[src/rtl/fixed4_psum_accum.sv]
// fixed4_psum_accum: accumulates cfg_len psum beats into one result behind a valid/ready output register.
// Define FIXED4_ACC_SAT_EN for saturating adds with a sticky out_sat flag; otherwise arithmetic wraps.
module fixed4_psum_accum #(
  parameter int COL_WIDTH = 11,
  parameter int ACC_WIDTH = 32,
  parameter int CNT_W     = 8
) (
  input  logic                   clk,
  input  logic                   rst_n,
  input  logic                   start,
  input  logic [CNT_W-1:0]       cfg_len,
  input  logic                   cfg_signed,
  output logic                   busy,
  input  logic                   psum_valid,
  output logic                   psum_ready,
  input  logic [2*COL_WIDTH-1:0] psum_data,
  output logic                   out_valid,
  input  logic                   out_ready,
  output logic [ACC_WIDTH-1:0]   out_data,
  output logic                   out_sat
);
  typedef enum logic {IDLE, ACCUM} state_t;
  state_t state_q, state_d;
  logic [ACC_WIDTH-1:0] acc_q, acc_d, out_data_q, out_data_d, ext, sum;
  logic [CNT_W-1:0] cnt_q, cnt_d, len_q, len_d;
  logic sgn_q, sgn_d, out_valid_q, out_valid_d, sat_q, sat_d, out_sat_q, out_sat_d;
  logic last, beat, ovf;
  assign ext = sgn_q ? ACC_WIDTH'($signed(psum_data)) : ACC_WIDTH'(psum_data);
`ifdef FIXED4_ACC_SAT_EN
  logic [ACC_WIDTH:0] raw;
  assign raw = {1'b0, acc_q} + {1'b0, ext};
  assign ovf = sgn_q ? (acc_q[ACC_WIDTH-1] == ext[ACC_WIDTH-1]) & (raw[ACC_WIDTH-1] != acc_q[ACC_WIDTH-1])
                     : raw[ACC_WIDTH];
  // Signed overflow always goes toward the operands' common sign.
  assign sum = ~ovf ? raw[ACC_WIDTH-1:0]
             : sgn_q ? {acc_q[ACC_WIDTH-1], {(ACC_WIDTH-1){~acc_q[ACC_WIDTH-1]}}} : '1;
`else
  assign sum = acc_q + ext;
  assign ovf = 1'b0;
`endif
  assign last       = cnt_q == len_q - CNT_W'(1);
  assign psum_ready = (state_q == ACCUM) & ~(last & out_valid_q & ~out_ready);
  assign beat       = psum_valid & psum_ready;
  assign busy       = state_q == ACCUM;
  assign out_valid  = out_valid_q;
  assign out_data   = out_data_q;
  assign out_sat    = out_sat_q;
  always_comb begin
    state_d     = state_q;
    acc_d       = acc_q;
    cnt_d       = cnt_q;
    len_d       = len_q;
    sgn_d       = sgn_q;
    sat_d       = sat_q;
    out_valid_d = out_valid_q & ~out_ready;
    out_data_d  = out_data_q;
    out_sat_d   = out_sat_q;
    if (state_q == IDLE) begin
      if (start && cfg_len != '0) begin
        state_d = ACCUM;
        len_d   = cfg_len;
        sgn_d   = cfg_signed;
        acc_d   = '0;
        cnt_d   = '0;
        sat_d   = 1'b0;
      end
    end else if (beat) begin
      acc_d   = last ? '0 : sum;
      cnt_d   = cnt_q + CNT_W'(1);
      sat_d   = sat_q | ovf;
      state_d = last ? IDLE : ACCUM;
      if (last) begin
        out_valid_d = 1'b1;
        out_data_d  = sum;
        out_sat_d   = sat_q | ovf;
      end
    end
  end
  always_ff @(posedge clk or negedge rst_n) begin
    if (!rst_n) begin
      state_q     <= IDLE;
      acc_q       <= '0;
      cnt_q       <= '0;
      len_q       <= '0;
      sgn_q       <= 1'b0;
      sat_q       <= 1'b0;
      out_valid_q <= 1'b0;
      out_data_q  <= '0;
      out_sat_q   <= 1'b0;
    end else begin
      state_q     <= state_d;
      acc_q       <= acc_d;
      cnt_q       <= cnt_d;
      len_q       <= len_d;
      sgn_q       <= sgn_d;
      sat_q       <= sat_d;
      out_valid_q <= out_valid_d;
      out_data_q  <= out_data_d;
      out_sat_q   <= out_sat_d;
    end
  end
endmodule

[config.mk]
export PLATFORM = sky130hd
export DESIGN_NAME = fixed4_psum_accum
export DESIGN_NICKNAME = d
export VERILOG_FILES = /design/src/rtl/fixed4_psum_accum.sv
export SDC_FILE = /design/constraint.sdc
export NUM_CORES = 1
export LEC_CHECK = 0
export CORE_MARGIN = 2
export CORE_UTILIZATION = 40
export CTS_CLUSTER_SIZE = 28
export DETAILED_ROUTE_END_ITERATION = 8
export PLACE_DENSITY = 0.73
export SLEW_MARGIN = 10
export SYNTH_ARGS = -nofsm -noshare
export SYNTH_HDL_FRONTEND = slang
export SYNTH_SLANG_ARGS = --single-unit
[constraint.sdc]
create_clock -name clk -period 4.1 [get_ports clk]
set_input_delay 0.615 -clock clk [delete_from_list [all_inputs] [get_ports clk]]
set_output_delay 0.615 -clock clk [all_outputs]
set_load 0.02 [all_outputs]
=== Word-level counts from Yosys, hierarchy flattened ===
Cells that the tools add are included.

* Flip-flop bits (word level): 83
* Logic and storage cells: 41

* Reductions and logical operators: 6
* Bitwise operators: 8
* Muxes and demuxes: 15
* Equality and inequality tests: 2
* $add $sub $neg: 3

{| class="wikitable"
|+ Operator list
! operator !! number
|-
| two-way mux 32 bit || 5
|-
| adder 32 bit || 1
|-
| two-way mux 8 bit || 3
|-
| adder 8 x 1 -> 8 bit (second input constant) || 1
|-
| == test 8 bit || 1
|-
| nonzero test 8 bit || 1
|-
| subtractor 8 x 1 -> 8 bit (second input constant) || 1
|-
| two-way mux 1 bit || 7
|-
| bitwise AND 1 bit || 5
|-
| AND reduction 2 bit || 2
|-
| inverter 1 bit || 3
|-
| AND reduction 3 bit || 1
|-
| != test 2 x 1 -> 1 bit (second input constant) || 1
|-
| nonzero test 2 bit || 1
|-
| logical AND 1 bit || 1
|}

=== Depth between registers and ports, before layout ===
Gate-level depths: netlist (run 1).

* Word-level depth: 9
* Gate-level depth with buffers: 12

=== Worst setup path before layout (run 1) ===
OpenSTA, ideal clock, no wires.

* Path type: input to register
* Start: input port psum_data[0]
* End: register out_data_q[30] (netlist: out_data[30])
* Stages on the path: 11
* Required time: 4.031 ns
* Arrival time: 3.218 ns
* Path slack: 0.813 ns
* Setup time: 0.069 ns
* Path buffers: 0
* Cells stage by stage: ha_1 > inv_1 > fa_1 > nor2b_1 > o2111ai_1 > a21oi_2 > a2111oi_4 > o41ai_1 > a311oi_2 > or4_1 > nand3_1

* Longest elaborated chain between the ends: 2

{| class="wikitable"
|+ RTL lines
! what !! RTL line !! text
|-
| from (decl) || 16 || <nowiki>input logic [2*COL_WIDTH-1:0] psum_data,</nowiki>
|-
| two-way mux 32 bit || 28 || <nowiki>assign ext = sgn_q ? ACC_WIDTH'($signed(psum_data)) : ACC_WIDTH'(psum_data);</nowiki>
|-
| adder 32 bit || 38 || <nowiki>assign sum = acc_q + ext;</nowiki>
|-
| to (signal assigned) || 98 || <nowiki>out_data_q <= out_data_d;</nowiki>
|-
| to (decl) || 24 || <nowiki>logic [ACC_WIDTH-1:0] acc_q, acc_d, out_data_q, out_data_d, ext, sum;</nowiki>
|}

Every way passes these cells.
A chain may end at the register's enable or synchronous reset.

=== Worst setup path after layout (run 1) ===
* Start: register len_q[0]
* End: output port psum_ready

* Longest elaborated chain between the ends: 6

{| class="wikitable"
|+ RTL lines
! what !! RTL line !! text
|-
| from (decl) || 25 || <nowiki>logic [CNT_W-1:0] cnt_q, cnt_d, len_q, len_d;</nowiki>
|-
| from (signal assigned) || 94 || <nowiki>len_q <= len_d;</nowiki>
|-
| subtractor 8 x 1 -> 8 bit || 41 || <nowiki>assign last = cnt_q == len_q - CNT_W'(1);</nowiki>
|-
| == test 8 bit || 41 ||
|-
| bitwise AND 1 bit (2 in series) || 42 || <nowiki>assign psum_ready = (state_q == ACCUM) & ~(last & out_valid_q & ~out_ready);</nowiki>
|-
| inverter 1 bit || 42 ||
|-
| bitwise AND 1 bit || 42 ||
|-
| to (decl) || 15 || <nowiki>output logic psum_ready,</nowiki>
|}

Every way passes these cells.

==> parameters.txt, run 1 <==
Parameter                              Value

GRT
  Overflow left after global routing ... 0
  Maximum number of pins on one net before global-route repair ... 84
  Number of antenna violations at the first check in global routing ... 0
  Total track usage ... 18.9%
  Number of global-route vias before repair ... 4373
  Wire length of the first global-routing pass ... 21500 um

Finish
  Area used by sequential logic in the layout ... between 0.002 and 0.0025 sq mm
  Most frequent cells in the layout ... sky130_fd_sc_hd__dfrtp_1, sky130_fd_sc_hd__clkdlybuf4s50_1, sky130_fd_sc_hd__nand2_1
  Leading cell type in the layout, fill and taps excluded ... sky130_fd_sc_hd__dfrtp_1
  Antenna cell count ... 0
  Post-layout nets ... 683
  Proportion of layout cells with a drive suffix above 1 ... 10.0%
  Layout overhead on the synthesized area ... 21.9%
  Multi-input logic area ... 0.00305 sq mm
  Filler Cells Inserted ... 1198

Power
  Leakage power figure ... 2.85 nW
  Internal Power ... between 2 and 3 mW
  Gate power share ... between 50% and 60%
  Relative contribution of the clock network to total power ... 16.0%
  PD cells ... 776 mW/mm^2
  Switching Power ... 2.17 mW
  Sequential group share of total power ... 28.7%
  Sw Ratio ... 43.2%
  Maximum resistive drop on vdd ... 0.276 mV

Timing
  Worst relative slew slack ... roughly 29%
  Total of endpoints with negative setup slack in the final report ... 0
  Hold Violations, Final ... 0
  Final min period ... around 3.5 ns
  Clock skew after layout ... 0.0124 ns
  Actual slew at the worst max-slew pin ... between 1 and 1.5 ns
  Final TNS setup ... 0 ns
  Final setup slack of the worst path ... 0.602 ns
  Tcrit/Tclk final ... 85.3%
  Final number of max-transition violations ... 0
  Fmax ... roughly 290 MHz
  Setup repair after global routing missed its margin ... no

Logic synthesis
  Syn Inst Count ... 556
  Mux cell area share after synthesis ... 5.88%
  Area of the mapped netlist ... roughly 0.0053 sq mm
  Average cell area after synthesis ... 9.52 sq um
  Flip-flop and latch count after synthesis ... 83
  Post-synth EDFFs ... 0
  Combinational family with the most area after synthesis ... compound AO/OA/AOI/OAI gates
  Total nets after synthesis ... 626
  Post-synthesis cell type count ... 65
  Synthesized-area fraction occupied by ao, oa, aoi and oai cells ... 21.2%
  Async set-reset flop share out of synthesis ... 100%
  Synthesized-area fraction occupied by adder cells ... 8.18%
  Yosys warnings ... 0
  Dominant register cell in the synthesized netlist ... sky130_fd_sc_hd__dfrtp_1
  Portion of the post-synthesis area used by sequential elements ... 39.2%
  Xor/xnor share of the synthesized area ... between 6 and 7%
  Post-synthesis share of cell area spent on and, or, nand and nor gates ... 15.9%

Clock tree
  Count of hold buffers inserted by post-cts repair ... 0
  Number of levels the H-tree was split into ... 3
  Clk Latency, worst-skew pair ... 0.37 ns
  Reg clk slew, reported paths ... ~0.06 ns
  Count of clock tree sinks ... 83
  Buffer type at the clock tree root ... sky130_fd_sc_hd__clkbuf_16
  TritonCTS clock tree ... built
  Total of cells resized after clock tree synthesis ... 0
  Num CTS Buffers ... 9
  Post-CTS setup buffer count ... 0
  Number of buffers on the longest clock path ... 2

Critical path
  Endpoint type of the worst setup path ... output pin
  Crit start category ... flop
  Number of cell instances on the worst register-to-register path ... 11
  Maximum fanout count along the critical path ... 9
  Data required time of the worst path ... 3.48 ns
  WS Path Type ... reg2out
  Arr. time, crit path ... 2.88 ns

Floorplan
  X dimension of the die ... approximately 120 um
  Initial core utilization ... 40.5%
  Standard-cell rows ... 42
  Top Ports ... 72
  Area of the placeable core ... 0.0131 sq mm
  Overall die height ... between 100 and 150 um
  Area of the die ... between 0.01 and 0.015 sq mm

Routing
  Routed wl met3 ... roughly 510 um
  Routed met2 length ... between 6000 and 7000 um
  Post-detailed-routing wire length ... approximately 13000 um
  Number of DRC markers after the initial detailed-route iteration ... 269
  Top sig layer ... met4
  Sum of routed wire segments on met1 ... 5830 um
  DR DRC count ... 0
  Via count of the routed design ... approximately 4400
  Avg Vias per Cell ... 5.60
  DRT antenna net count ... 0
  Number of detailed-route iterations in the first pass ... 4
  Drt wl/cell ... 16.1 um

Placement
  Number of I/O port buffers ... 70
  GPL Wtd Cong ... 0.834
  Setup WS pre-CTS ... 0.269 ns
  Sum of net half-perimeters after detailed placement ... 9240 um

Run
  Count of max-cap constraint violations ... 0

Status
  Run status ... finished, final reports clean

Min path
  Worst Hold Class ... in2async
per-layer routing:
layer,up-vias,global-route usage (%)
met1,2137,24.3
met4,0,9.90
li1,2155,-
met3,31,3.30
met5,-,0
met2,120,30.5
power groups by stage:
stage          Clock [mW]  Sequential [mW]  Combinational, mW
6_report            0.803             1.44               2.77
5_1_grt             0.843             1.49               3.07
4_1_cts             0.812             1.44               2.77
3_5_place_dp            0             1.45               2.74
3_3_place_gp            0             1.43               2.66
2_1_floorplan           0             1.50               1.91
worst paths after layout:
path                            slack [ns]   startpoint           end
worst max-delay path                  0.60     len_q[0]    psum_ready
worst max register to register        0.77     len_q[0]  out_data[29]
max in group asynchronous             2.97        rst_n     acc_q[14]
min in group clk                      0.48  out_data[1]   out_data[1]
worst min register to register        0.48  out_data[1]   out_data[1]
worst min-delay path                  0.43        rst_n      len_q[1]
critical path, stage by stage (launching register included):
cell and delay, ns:
sky130_fd_sc_hd__dfrtp_1 0.41, sky130_fd_sc_hd__inv_1 0.09, sky130_fd_sc_hd__ha_1 0.18, sky130_fd_sc_hd__nor3b_1 0.34, sky130_fd_sc_hd__a21oi_1 0.16, sky130_fd_sc_hd__nor4b_2 0.34, sky130_fd_sc_hd__o211ai_4 0.18, sky130_fd_sc_hd__nor2_1 0.22
sky130_fd_sc_hd__nor2_1 0.08, sky130_fd_sc_hd__clkdlybuf4s50_1 0.53
cells by family (layout without fill, tap and decap cells):
logic type | after synthesis | count (layout)
adders and majority gates | 34 | 34
AOI/OAI and AO/OA | 164 | 164
buffers and inverters | 45 | 107
other | 1 | 1
and+or+nand+nor | 164 | 164
xor gates and xnor gates | 37 | 37
muxes | 28 | 28
DFF | 83 | 83
synthesized netlist by cell type, types with 16 or more instances:
cell type | n | area share [%]
sky130_fd_sc_hd__nand3_1 | 19 | 1.8
sky130_fd_sc_hd__xnor2_1 | 21 | 3.5
sky130_fd_sc_hd__nand2_1 | 50 | 3.5
sky130_fd_sc_hd__clkbuf_1 | 22 | 1.6
sky130_fd_sc_hd__mux2_2 | 25 | 5.3
sky130_fd_sc_hd__ha_1 | 33 | 7.8
sky130_fd_sc_hd__nor2_1 | 29 | 2.1
sky130_fd_sc_hd__a22o_1 | 16 | 2.6
sky130_fd_sc_hd__a21oi_1 | 36 | 3.4
sky130_fd_sc_hd__xor2_1 | 16 | 2.6
sky130_fd_sc_hd__dfrtp_1 | 83 | 39
sky130_fd_sc_hd__o21ai_0 | 40 | 3.8
stage by stage:
step           cells  total power [mW]  instance area [sq um]  hold WS [ns]  util [%]
6_report         794              5.01                   6450         0.428      49.3
5_1_grt          794              5.40                   6450         0.506      49.3
4_1_cts          794              5.02                   6450         0.485      49.3
3_5_place_dp     778              4.19                   6160         0.470      47.1
3_3_place_gp     778              4.09                   6160         0.460      47.1
2_1_floorplan    556              3.41                   5300         0.319         -
sequential cells by signal (all words and copies together), names as in the netlist:
name,count
len_q,8
sgn_q,1
out_data,32
out_valid,1
acc_q,32
cnt_q,8
busy,1
layout make-up:
type                            count  share of cell area, %
Clock buffer                       11                   3.92
Clock inverter                      5                  0.562
Inverter                           14                  0.814
Multi-Input combinational cell    428                   47.3
Sequential cell                    83                   32.2
Tap cell                          176                   3.41
Timing Repair Buffer               77                   11.8
Note: power is estimated with default switching activity, not from simulation.
==> inputs of run 2 (changes only) <==
--- a/config.mk
+++ b/config.mk
@@ -14,3 +14,4 @@
 export SYNTH_ARGS = -nofsm -noshare
 export SYNTH_HDL_FRONTEND = slang
 export SYNTH_SLANG_ARGS = --single-unit
+export TNS_END_PERCENT = 5
==> results of run 2 <==
Same layout as run 1: the final DEF is identical, and so are final timing and power.
